## src/rtl/mem_arbiter.sv

```systemverilog
// Round-robin arbiter sharing one memory port between IFU (read-only) and LSU (read/write).
// One access in flight; the memory access cycle comes LATENCY cycles after the request is accepted.
module mem_arbiter #(
    parameter int LATENCY = 1
) (
    input  logic        clock,
    input  logic        reset,
    input  logic        ifu_req_valid,
    output logic        ifu_req_ready,
    input  logic [31:0] ifu_addr,
    output logic        ifu_resp_valid,
    output logic [31:0] ifu_rdata,
    input  logic        lsu_req_valid,
    output logic        lsu_req_ready,
    input  logic [31:0] lsu_addr,
    input  logic        lsu_wen,
    input  logic [31:0] lsu_wdata,
    input  logic [7:0]  lsu_wmask,
    output logic        lsu_resp_valid,
    output logic [31:0] lsu_rdata,
    output logic        mem_valid,
    output logic [31:0] mem_addr,
    output logic [31:0] mem_wdata,
    output logic [7:0]  mem_wmask,
    output logic        mem_memRW,
    input  logic [31:0] mem_rdata
);

    localparam logic [1:0] S_IDLE   = 2'd0;
    localparam logic [1:0] S_WAIT   = 2'd1;
    localparam logic [1:0] S_ACCESS = 2'd2;
    localparam logic [1:0] S_RESP   = 2'd3;

    // WAIT spans LATENCY-1 cycles, so the counter starts at LATENCY-2 and exits at zero.
    localparam logic [7:0] WAIT_INIT = (LATENCY > 1) ? 8'(LATENCY - 2) : 8'd0;

    logic [1:0]  state;
    logic [7:0]  cnt;
    logic        owner;       // 1 = LSU
    logic        last_grant;  // 1 = LSU
    logic        lat_wen;
    logic [31:0] lat_addr;
    logic [31:0] lat_wdata;
    logic [7:0]  lat_wmask;
    logic        grant_ifu;
    logic        grant_lsu;

    // Ready is held off while reset is low so no handshake is seen that the registers ignore.
    always_comb begin
        grant_ifu = 1'b0;
        grant_lsu = 1'b0;
        if (state == S_IDLE && reset) begin
            grant_lsu = lsu_req_valid && (!ifu_req_valid || !last_grant);
            grant_ifu = ifu_req_valid && (!lsu_req_valid || last_grant);
        end
    end

    assign ifu_req_ready  = grant_ifu;
    assign lsu_req_ready  = grant_lsu;
    assign mem_valid      = (state == S_ACCESS);
    assign mem_memRW      = mem_valid && lat_wen;
    assign mem_addr       = lat_addr;
    assign mem_wdata      = lat_wdata;
    assign mem_wmask      = lat_wmask;
    assign ifu_resp_valid = (state == S_RESP) && !owner;
    assign lsu_resp_valid = (state == S_RESP) && owner;

    always_ff @(posedge clock) begin
        if (!reset) begin
            state      <= S_IDLE;
            cnt        <= '0;
            owner      <= 1'b0;
            last_grant <= 1'b0;
            lat_wen    <= 1'b0;
            lat_addr   <= '0;
            lat_wdata  <= '0;
            lat_wmask  <= '0;
            ifu_rdata  <= '0;
            lsu_rdata  <= '0;
        end else begin
            case (state)
                S_IDLE: begin
                    if (grant_ifu || grant_lsu) begin
                        owner      <= grant_lsu;
                        last_grant <= grant_lsu;
                        lat_addr   <= grant_lsu ? lsu_addr : ifu_addr;
                        lat_wen    <= grant_lsu && lsu_wen;
                        lat_wdata  <= grant_lsu ? lsu_wdata : '0;
                        lat_wmask  <= grant_lsu ? lsu_wmask : '0;
                        cnt        <= WAIT_INIT;
                        state      <= (LATENCY > 1) ? S_WAIT : S_ACCESS;
                    end
                end
                S_WAIT: begin
                    if (cnt == 8'd0) state <= S_ACCESS;
                    else             cnt   <= cnt - 8'd1;
                end
                S_ACCESS: begin
                    if (owner) lsu_rdata <= lat_wen ? '0 : mem_rdata;
                    else       ifu_rdata <= mem_rdata;
                    state <= S_RESP;
                end
                default: state <= S_IDLE;
            endcase
        end
    end

endmodule

```

## config.mk

```make
export PLATFORM = sky130hd
export DESIGN_NAME = mem_arbiter
export DESIGN_NICKNAME = d
export VERILOG_FILES = /design/src/rtl/mem_arbiter.sv
export SDC_FILE = /design/constraint.sdc
export NUM_CORES = 1
export LEC_CHECK = 0
export CAP_MARGIN = 40
export CORE_MARGIN = 2
export CORE_UTILIZATION = 31
export DETAILED_ROUTE_END_ITERATION = 8
export PLACE_DENSITY = 0.66
export SYNTH_ARGS = -nofsm -noshare
export SYNTH_HDL_FRONTEND = slang
export SYNTH_SLANG_ARGS = --single-unit
```

## constraint.sdc

```tcl
create_clock -name clock -period 1.8 [get_ports clock]
set_input_delay 0.54 -clock clock [delete_from_list [all_inputs] [get_ports clock]]
set_output_delay 0.54 -clock clock [all_outputs]
set_load 0.01 [all_outputs]
```

; ---- Word-level counts from Yosys, hierarchy flattened
; Cells that the tools add are included.
[word_totals]
elab_cells = 50
ff_bits = 148
[op_classes]
n_mux = 12
reduce_logical = 21
addsub = 1
n_eq_ne = 6
n_bitwise = 1
[ops]
columns = cell, count
row1 = two-way mux 32 bit, 3
row2 = two-way mux 8 bit, 3
row3 = case mux 8 bit (2 select lines), 1
row4 = zero test 8 bit, 1
row5 = AND reduction 2 bit, 4
row6 = subtractor 8 x 1 -> 8 bit (second input constant), 1
row7 = logical AND 1 bit, 7
row8 = case mux 2 bit (3 select lines), 1
row9 = == test 2 bit (second input constant), 2
row10 = two-way mux 2 bit, 2
row11 = inequality test 2 bit (second input constant), 2
row12 = zero test 1 bit, 3
row13 = logical OR 1 bit, 3
row14 = AND reduction 3 bit, 1
row15 = == test 2 x 1 -> 1 bit (second input constant), 1
row16 = zero test 2 bit, 1
row17 = two-way mux 1 bit, 2
row18 = inequality test 2 x 1 -> 1 bit (second input constant), 1
row19 = nonzero test 2 bit, 1
row20 = NOT 1 bit, 1

; ---- Depth between registers and ports, before layout
; Gate-level depths: netlist of the first run.
[depth]
word_depth = 7
mapped_depth = 7
ltp_nobuf = 5

; ---- Least setup slack after synthesis of the first run
; No wires, ideal clock.
[synth_path]
kind = in2out
startpoint = input reset
endpoint = output ifu_req_ready
arrival_ps = 1421
n_path_buf = 3
path_stages = 4
setup_slack_ps = -161
cell_sequence = buf_2 -> buf_2 -> buf_1 -> o2111a_1
[synth_via]
elab_chain_len = 2
[synth_rtl]
columns = item, line
row1 = "start, declared", 7  ; input logic reset,
row2 = logical AND 1 bit, 52  ; if (state == S_IDLE && reset) begin
row3 = two-way mux 1 bit, 52
row4 = "end, declared", 9  ; output logic ifu_req_ready,
; Every way passes these cells.

; ---- Worst setup path after layout of the first run
[layout_path]
startpoint = register state[1]
endpoint = output lsu_resp_valid
[layout_via]
elab_chain_len = 2
[layout_rtl]
columns = item, line
row1 = "start, declared", 37  ; logic [1:0] state;
row2 = "start signal, assigned", 91  ; state <= (LATENCY > 1) ? S_WAIT : S_ACCESS;
row3 = == test 2 bit, 66  ; assign lsu_resp_valid = (state == S_RESP) && owner;
row4 = logical AND 1 bit, 66
row5 = "end, declared", 19  ; output logic lsu_resp_valid,
; Every way passes these cells.

==> impl_metrics.csv, run 1 <==
group,metric,value,unit
placement,placed_cell_area,9220,µm²
worst_setup_path,cp-start-kind,"flip-flop",
logic_synthesis,synthCells,608,
worst_setup_path,cp_data_arrival_time,1.29,ns
timing,slew_headroom,63.8,%
timing,timing.final.crit_share,102,%
die,fp.dieW,144,µm
die,initial_core_util,31.5,%
routing,vias_per_cell,4.62,
timing,rsz0062_at_grt,"true",
routing,drtPass1Iterations,4,
final_layout,syn2layout_area_growth,61.7,%
routing,vias,5386,
timing,finalMaxSlewViolations,0,
worst_setup_path,endpoint_kind,"output pin",
logic_synthesis,synth_area_leaders,"dfxtp_1 (49%), mux2i_1 (12%), nand2_1 (8.1%)",
logic_synthesis,synth_top_area_cell,"dfxtp_1",
die,fp-row-count,51,
timing,finalClockSkew,0.00897,ns
grt,grt_pass1_wl,27.6,mm
timing,layout_setup_ws,-0.0272,ns
logic_synthesis,yosysMostFrequentCell,"dfxtp_1",
cts,clk_latency,0.42,ns
timing,setup_violations,3,
cts,cts.sinks,148,
logic_synthesis,synthTopCellsByCount,"dfxtp_1 (148), nand2_1 (132), mux2i_1 (72), a22o_1 (41), a21boi_1 (39)",
routing,drt-initial-drc-count,147,
pwr,vdd_drop_max,0.637,mV
grt,grt_max_degree,74,
placement,io_buffer_count,282,
cts,path_clk_slew,0.06,ns
logic_synthesis,synth_ff_type,"dfxtp_1",
timing,finalHoldViolCount,0,
die,die_h,144,µm
cts,clockBufferDepth,2,
timing,max_freq,547,MHz
logic_synthesis,syn-num-nets,751,
worst_setup_path,critPathRequiredTime,1.26,ns
logic_synthesis,ys_ff_latch,148,
logic_synthesis,seq_area_frac_synth,48.7,%
grt,antenna_found_initial,0,
routing,drc,0,
final_layout,num_antenna_cells,0,
logic_synthesis,yosys_warnings,0,
timing,tightestPinTransition,0.543,ns
routing,totalWireLength,18.3,mm
routing,wl_per_cell,15.7,µm
cts,htreeDepth,4,
pwr,p_per_area,935,nW/µm²
logic_synthesis,syn_area,6080,µm²
logic_synthesis,synth_top_area_share,48.7,%
timing,period_minus_slack,1.83,ns
grt,grt_pass1_vias,5143,
logic_synthesis,avgSynthCellArea,10.0,µm²
job,drv_cap,0,
final_layout,n_fill_cell,1841,
final_layout,layout.nets,1033,
placement,gp_congestion,0.795,
outcome,violations,"negative setup slack",
placement,dpl.hpwl,12.7,mm
worst_setup_path,path_class,"reg -> out",
outcome,status,"finished, violations left",
die,die_area,20800,µm²
die,core-area,19300,µm²
pwr,leakage,4.31,nW
die,pin_count,283,
placement,place_ws,-0.815,ns
grt,overflow,0,
routing,drtAntennaViolNets,0,
final_layout,final_layout_size_suffix_gt1_share,10.6,%
grt,track_usage,17.3,%
logic_synthesis,synth_cell_types,40,
logic_synthesis,synth-edff-count,0,
cts,cts_root_buf,"clkbuf_16",
worst_setup_path,crit_path_max_fanout,7,
final_layout,fin_area,9830,µm²
cts,cts_inserted_buffers,17,
logic_synthesis,synth-async-reset-ratio,0,%
cts,cts_tree,"built",
min_path,hold_class,"reg -> reg",
[cell families (layout without fill, tap and decap cells)]
logic type      Yosys count  after routing  synth area share [%]
compound gates          132            132                  17.3
mux                      72             72                  11.8
buf+inv                  65            359                  6.52
flops                   148            148                  48.7
simple gates            189            189                  15.2
fa+ha+maj                 2              2                 0.411
[worst max-delay path, stage by stage (launching register included)]
cell     delay (ns)
dfxtp_4        0.36
buf_6          0.11
buf_6          0.12
and3_4         0.17
buf_6          0.11
[routing by layer]
metal,routed length [µm],track usage (%),up-vias
met2,8310,27.1,224
met5,0,0,-
met3,1700,6.59,25
li1,-,-,2686
met1,7920,21.5,2451
met4,358,6.35,0
[sequential cells by signal (all words and copies together), names as in the netlist]
name        flops
ifu_rdata      32
lsu_rdata      32
mem_addr       32
mem_wdata      32
cnt             8
mem_wmask       8
state           2
last_grant      1
lat_wen         1
[worst paths after layout]
kind / from / to / slack [ns] / cells past startpoint
worst max-delay path: state[1]$_SDFFE_PN0P_ / lsu_resp_valid / -0.03 / 4
worst min-delay path: lsu_rdata[5]$_SDFFE_PN0P_ / lsu_rdata[5]$_SDFFE_PN0P_ / 0.45 / 2
worst max register to register: state[0]$_SDFFE_PN0P_ / mem_addr[20]$_SDFFE_PN0P_ / 0.07 / 7
worst min register to register: lsu_rdata[5]$_SDFFE_PN0P_ / lsu_rdata[5]$_SDFFE_PN0P_ / 0.45 / 2
[layout make-up]
| cell class | instances | area (µm²) | share of cell area, % |
|---|---|---|---|
| Inverter | 11 | 41.3 | 0.420 |
| Sequential cell | 148 | 2970 | 30.2 |
| Clock buffer | 17 | 425 | 4.33 |
| Multi-Input combinational cell | 395 | 2780 | 28.3 |
| Tap cell | 265 | 332 | 3.37 |
| Timing Repair Buffer | 317 | 3060 | 31.1 |
| Clock inverter | 14 | 226 | 2.30 |
[power breakdown]
group / internal (mW) / switching (mW)
clock network: 2.48 / 1.47
registers: 3.51 / 0.118
logic: 0.885 / 0.730
[through the flow]
step	TNS, ns	total power [mW]	util, %	instances	hold WS [ns]
2_1_floorplan	-0.00620	4.45	-	608	0.475
3_3_place_gp	-31.92	5.42	47.6	1130	0.437
3_5_place_dp	-30.92	5.44	47.7	1131	0.444
4_1_cts	-0.213	9.28	50.4	1163	0.449
5_1_grt	-0.305	9.60	50.9	1167	0.469
6_report	-0.0594	9.19	50.9	1167	0.445
[what timing repair did]
action	CTS	global route
endpoints found under the setup margin	142	25
setup buffers	1	2
hold buffers	0	0
pin swaps	3	6
resized for setup	183	9
gates cloned	0	2
hold endpoints to repair	0	0
[layout by cell type, fill, tap and decap left out, types with 2 or more instances in the layout]
cell / count
nor3b_4: 2
buf_2: 2
clkinv_4: 3
buf_4: 19
clkbuf_16: 18
inv_1: 11
dfxtp_2: 2
a21boi_0: 26
inv_6: 3
nor4_2: 2
or3_1: 2
buf_12: 7
nand2b_1: 2
a21oi_1: 2
and3_4: 2
mux2i_1: 72
buf_6: 12
o211ai_1: 14
nand2_1: 131
nor2_1: 2
ha_1: 2
clkdlybuf4s50_1: 137
dfxtp_1: 145
a211oi_1: 2
a22o_1: 41
dlygate4sd2_1: 136
nand3b_1: 33
bufinv_16: 5
a21boi_1: 38
(Power assumes the default switching activity.)
==> run 2, diff against run 1 <==
CAP_MARGIN = 20   (was 40)
RECOVER_POWER = 100   (was unset)
==> impl_metrics.csv, run 2 (synthesis gave the netlist of run 1 again) <==
group,metric,value,unit
outcome,status,"finished, violations left",
outcome,violations,"negative setup slack",
routing,totalWireLength,18.6,mm
cts,cts.sinks,148,
die,fp.dieW,144,µm
routing,drtPass1Iterations,4,
timing,layout_setup_ws,-0.0287,ns
worst_setup_path,cp_data_arrival_time,1.29,ns
cts,cts_inserted_buffers,17,
die,core-area,19300,µm²
cts,cts_root_buf,"clkbuf_16",
routing,met1_length,7.88,mm
grt,grt_max_degree,99,
worst_setup_path,cp-start-kind,"flip-flop",
routing,dr_wl_met3,1.77,mm
timing,setup_violations,17,
worst_setup_path,crit_path_max_fanout,9,
min_path,hold_class,"reg -> reg",
grt,track_usage,17.5,%
worst_setup_path,endpoint_kind,"output pin",
timing,timing.final.crit_share,102,%
routing,vias,5425,
routing,wl_per_cell,15.9,µm
final_layout,n_fill_cell,1889,
cts,htreeDepth,4,
routing,drc,0,
final_layout,layout_commonest_cell,"dfxtp_1",
die,fp-row-count,51,
cts,path_clk_slew,0.07,ns
die,initial_core_util,31.5,%
cts,clk_latency,0.42,ns
final_layout,register_area,2970,µm²
placement,gp_congestion,0.795,
routing,vias_per_cell,4.63,
worst_setup_path,slowest_delay,0.36,ns
final_layout,layout.nets,1035,
worst_setup_path,crit_chain,"buf_6, o2111a_1, buf_6",
timing,max_freq,547,MHz
routing,dr_wl_met2,8.64,mm
job,drv_cap,0,
pwr,p_per_area,894,nW/µm²
placement,io_buffer_count,282,
timing,tightestPinTransition,0.971,ns
routing,drtAntennaViolNets,0,
final_layout,final_layout_size_suffix_gt1_share,10.7,%
grt,antenna_found_initial,1,
pwr,leakage,4.25,nW
grt,overflow,0,
worst_setup_path,path_class,"reg -> out",
grt,grt_pass1_vias,5263,
die,die_h,144,µm
worst_setup_path,crit_buf_inv,2,
final_layout,most-common-layout-cells,"dfxtp_1 (145), clkdlybuf4s50_1 (137), dlygate4sd2_1 (136)",
final_layout,multi_input_area,2780,µm²
cts,clockBufferDepth,2,
die,pin_count,283,
timing,whs,0.446,ns
timing,rsz0062_at_grt,"true",
pwr,vdd_drop_max,0.615,mV
cts,cts_tree,"built",
worst_setup_path,slowest_stage,"dfxtp_4",
worst_setup_path,cp_common_cell,"buf_6",
timing,fin_setup_tns,-0.215,ns
timing,finalHoldViolCount,0,
timing,finalClockSkew,0.00859,ns
timing,slew_headroom,35.3,%
timing,finalMaxSlewViolations,0,
grt,grt_pass1_wl,28.2,mm
timing,period_minus_slack,1.83,ns
final_layout,syn2layout_area_growth,59.5,%
worst_setup_path,crit_family,"flip-flops",
routing,top_layer_used,"met4",
die,die_area,20800,µm²
routing,drt-initial-drc-count,140,
placement,dpl.hpwl,12.6,mm
worst_setup_path,critPathRequiredTime,1.26,ns
run 2: timing repair:
item	in CTS	in global routing
hold buffers	0	0
gates resized for setup	182	11
cloned	0	2
endpoints found under the setup margin	142	26
setup buffers	4	2
pin swaps	3	6
run 2: power breakdown:
part	internal, mW	switching [mW]
combinational	0.865	0.728
sequential	3.51	0.120
clock	1.84	1.61
run 2: cell type report:
cell class              count  area share [%]
multi-input cells         395            28.6
inverters                  11           0.425
flip-flops and latches    148            30.6
repair buffers            319            31.1
well taps                 265            3.42
clock buffers              18            4.42
diodes                      1          0.0258
clock inverters            14            1.35
run 2: through the flow:
step	total power [mW]	setup slack [ns]	util [%]	instance area, µm²	std cells
2_1_floorplan	4.45	-0.00620	-	6090	608
3_3_place_gp	5.42	-0.807	47.6	9200	1130
3_5_place_dp	5.43	-0.823	47.6	9200	1130
4_1_cts	8.79	-0.130	49.9	9660	1166
5_1_grt	9.08	-0.0963	50.2	9700	1171
6_report	8.67	-0.0287	50.2	9700	1171
run 2: worst paths after layout:
| kind | from | endpoint | slack [ns] | depth (start not counted) |
|---|---|---|---|---|
| max | last_grant$_SDFFE_PN0P_ | ifu_req_ready | -0.03 | 3 |
| min | lsu_rdata[5]$_SDFFE_PN0P_ | lsu_rdata[5]$_SDFFE_PN0P_ | 0.45 | 2 |
| max reg2reg | state[0]$_SDFFE_PN0P_ | mem_addr[19]$_SDFFE_PN0P_ | -0.02 | 7 |
| min reg2reg | lsu_rdata[5]$_SDFFE_PN0P_ | lsu_rdata[5]$_SDFFE_PN0P_ | 0.45 | 2 |
run 2: worst reg2reg max path, stage by stage (launching register included):
cell and delay [ns]:
dfxtp_2 0.34, buf_6 0.13, buf_4 0.14, or2_0 0.33
nor3b_4 0.30, buf_12 0.16, buf_2 0.17, mux2i_1 0.19
run 2: layer usage:
metal	GRT usage, %	vias to the layer above
li1	-	2679
met1	21.2	2514
met2	28.2	214
met3	7.02	18
met4	5.93	0
met5	0	-
==> run 3, diff against run 2 <==
GPL_TIMING_DRIVEN = 0   (was unset)
==> impl_metrics.csv, run 3 (synthesis gave the netlist of run 1 again) <==
group,metric,value,unit
routing,drc,0,
routing,wl_per_cell,16.3,µm
timing,timing.final.crit_share,105,%
placement,dpl.hpwl,14.7,mm
routing,vias_per_cell,4.64,
pwr,p_clk_share,41.9,%
final_layout,fin_cells,1196,
pwr,leakage,4.36,nW
grt,grt_pass1_wl,29.1,mm
placement,place_ws,-1.33,ns
pwr,p_int,6.74,mW
cts,cts_inserted_buffers,17,
timing,whs,0.447,ns
cts,cts_tree,"built",
final_layout,syn2layout_area_growth,62.9,%
final_layout,num_antenna_cells,0,
final_layout,fin_util,51.2,%
timing,max_freq,531,MHz
pwr,p_per_area,918,nW/µm²
final_layout,final_layout_size_suffix_gt1_share,11.1,%
grt,antenna_found_initial,0,
routing,drt-initial-drc-count,223,
final_layout,fin_area,9910,µm²
routing,totalWireLength,19.5,mm
timing,rsz0062_at_grt,"true",
cts,cts_root_buf,"clkbuf_16",
pwr,power_frac_comb,18.2,%
routing,drtPass1Iterations,4,
cts,clk_latency,0.42,ns
outcome,violations,"negative setup slack",
timing,finalClockSkew,0.00959,ns
routing,vias,5552,
placement,gp_congestion,0.769,
worst_setup_path,critPathRequiredTime,1.26,ns
die,fp.dieW,144,µm
min_path,hold_class,"reg -> reg",
final_layout,multi_input_area,2760,µm²
timing,finalHoldViolCount,0,
die,fp-row-count,51,
timing,layout_setup_ws,-0.0826,ns
cts,clockBufferDepth,2,
grt,overflow,0,
final_layout,layout.nets,1062,
timing,slew_headroom,57.0,%
die,pin_count,283,
worst_setup_path,cp-start-kind,"flip-flop",
placement,placed_cell_area,9240,µm²
worst_setup_path,path_class,"reg -> out",
grt,track_usage,18.2,%
worst_setup_path,cp_data_arrival_time,1.34,ns
placement,io_buffer_count,282,
pwr,swShare,25.9,%
cts,path_clk_slew,0.06,ns
die,core-area,19300,µm²
die,initial_core_util,31.5,%
final_layout,layout_commonest_cell,"dfxtp_1",
timing,tightestPinTransition,0.639,ns
timing,setup_violations,3,
placement,dp_cells,1155,
worst_setup_path,endpoint_kind,"output pin",
die,die_h,144,µm
timing,period_minus_slack,1.88,ns
worst_setup_path,crit_path_max_fanout,8,
pwr,pwr-share-seq,39.9,%
outcome,status,"finished, violations left",
final_layout,most-common-layout-cells,"dfxtp_1 (144), clkdlybuf4s50_1 (137), dlygate4sd2_1 (136)",
job,drv_cap,0,
pwr,vdd_drop_max,0.580,mV
final_layout,register_area,2970,µm²
cts,htreeDepth,4,
pwr,p_sw,2.36,mW
grt,grt_pass1_vias,5346,
die,die_area,20800,µm²
cts,ctsHoldBuffers,0,
timing,finalMaxSlewViolations,0,
cts,cts.sinks,148,
final_layout,n_fill_cell,1843,
routing,drtAntennaViolNets,0,
grt,grt_max_degree,17,
[run 3: metal layers]
| metal | wire, µm | vias to the layer above | track usage (%) |
|---|---|---|---|
| li1 | - | 2746 | - |
| met1 | 8360 | 2581 | 22.6 |
| met2 | 9200 | 214 | 30.3 |
| met3 | 1800 | 11 | 6.69 |
| met4 | 165 | 0 | 4.33 |
| met5 | 0 | - | 0 |
[run 3: stage by stage]
stage | power (mW) | TNS [ns]
CTS | 9.14 | -0.661
global route | 9.48 | -0.603
floorplan | 4.45 | -0.00620
detailed placement | 5.44 | -52.92
global placement | 5.43 | -51.19
finish | 9.10 | -0.174
[run 3: critical path: stages (launching register included)]
cell      delay (ns)
dfxtp_2         0.32
buf_6           0.12
buf_8           0.13
o2111a_1        0.23
buf_6           0.13
[run 3: worst paths after layout]
| kind | start | end | slack (ns) | depth (start not counted) |
|---|---|---|---|---|
| setup / recovery | last_grant$_SDFFE_PN0P_ | ifu_req_ready | -0.08 | 4 |
| hold / removal | ifu_rdata[11]$_SDFFE_PN0P_ | ifu_rdata[11]$_SDFFE_PN0P_ | 0.45 | 2 |
| setup reg to reg | state[1]$_SDFFE_PN0P_ | mem_addr[5]$_SDFFE_PN0P_ | 0.05 | 8 |
| hold reg to reg | ifu_rdata[11]$_SDFFE_PN0P_ | ifu_rdata[11]$_SDFFE_PN0P_ | 0.45 | 2 |
[run 3: repair_timing]
action / in CTS / in global routing
setup endpoints to repair: 178 / 54
pin swaps: 3 / 6
gates cloned: 0 / 3
buffers inserted: 6 / 4
endpoints found under the hold margin: 0 / 0
resized for setup: 189 / 27
[run 3: cell type report]
cell class | count | share of cell area [%]
multi-input cells | 395 | 27.9
flip-flops and latches | 148 | 30.0
well taps | 265 | 3.35
inverters | 11 | 0.417
repair buffers | 295 | 28.2
clock buffers | 17 | 4.29
clock inverters | 14 | 2.01
plain buffers | 51 | 3.89
[run 3: power by group through the flow]
stage | combinational (mW) | clock [mW] | sequential, mW
6_report | 1.65 | 3.81 | 3.63
3_5_place_dp | 1.73 | 0 | 3.70
4_1_cts | 1.62 | 3.89 | 3.63
3_3_place_gp | 1.73 | 0 | 3.70
5_1_grt | 1.79 | 4.03 | 3.66
2_1_floorplan | 0.649 | 0 | 3.80
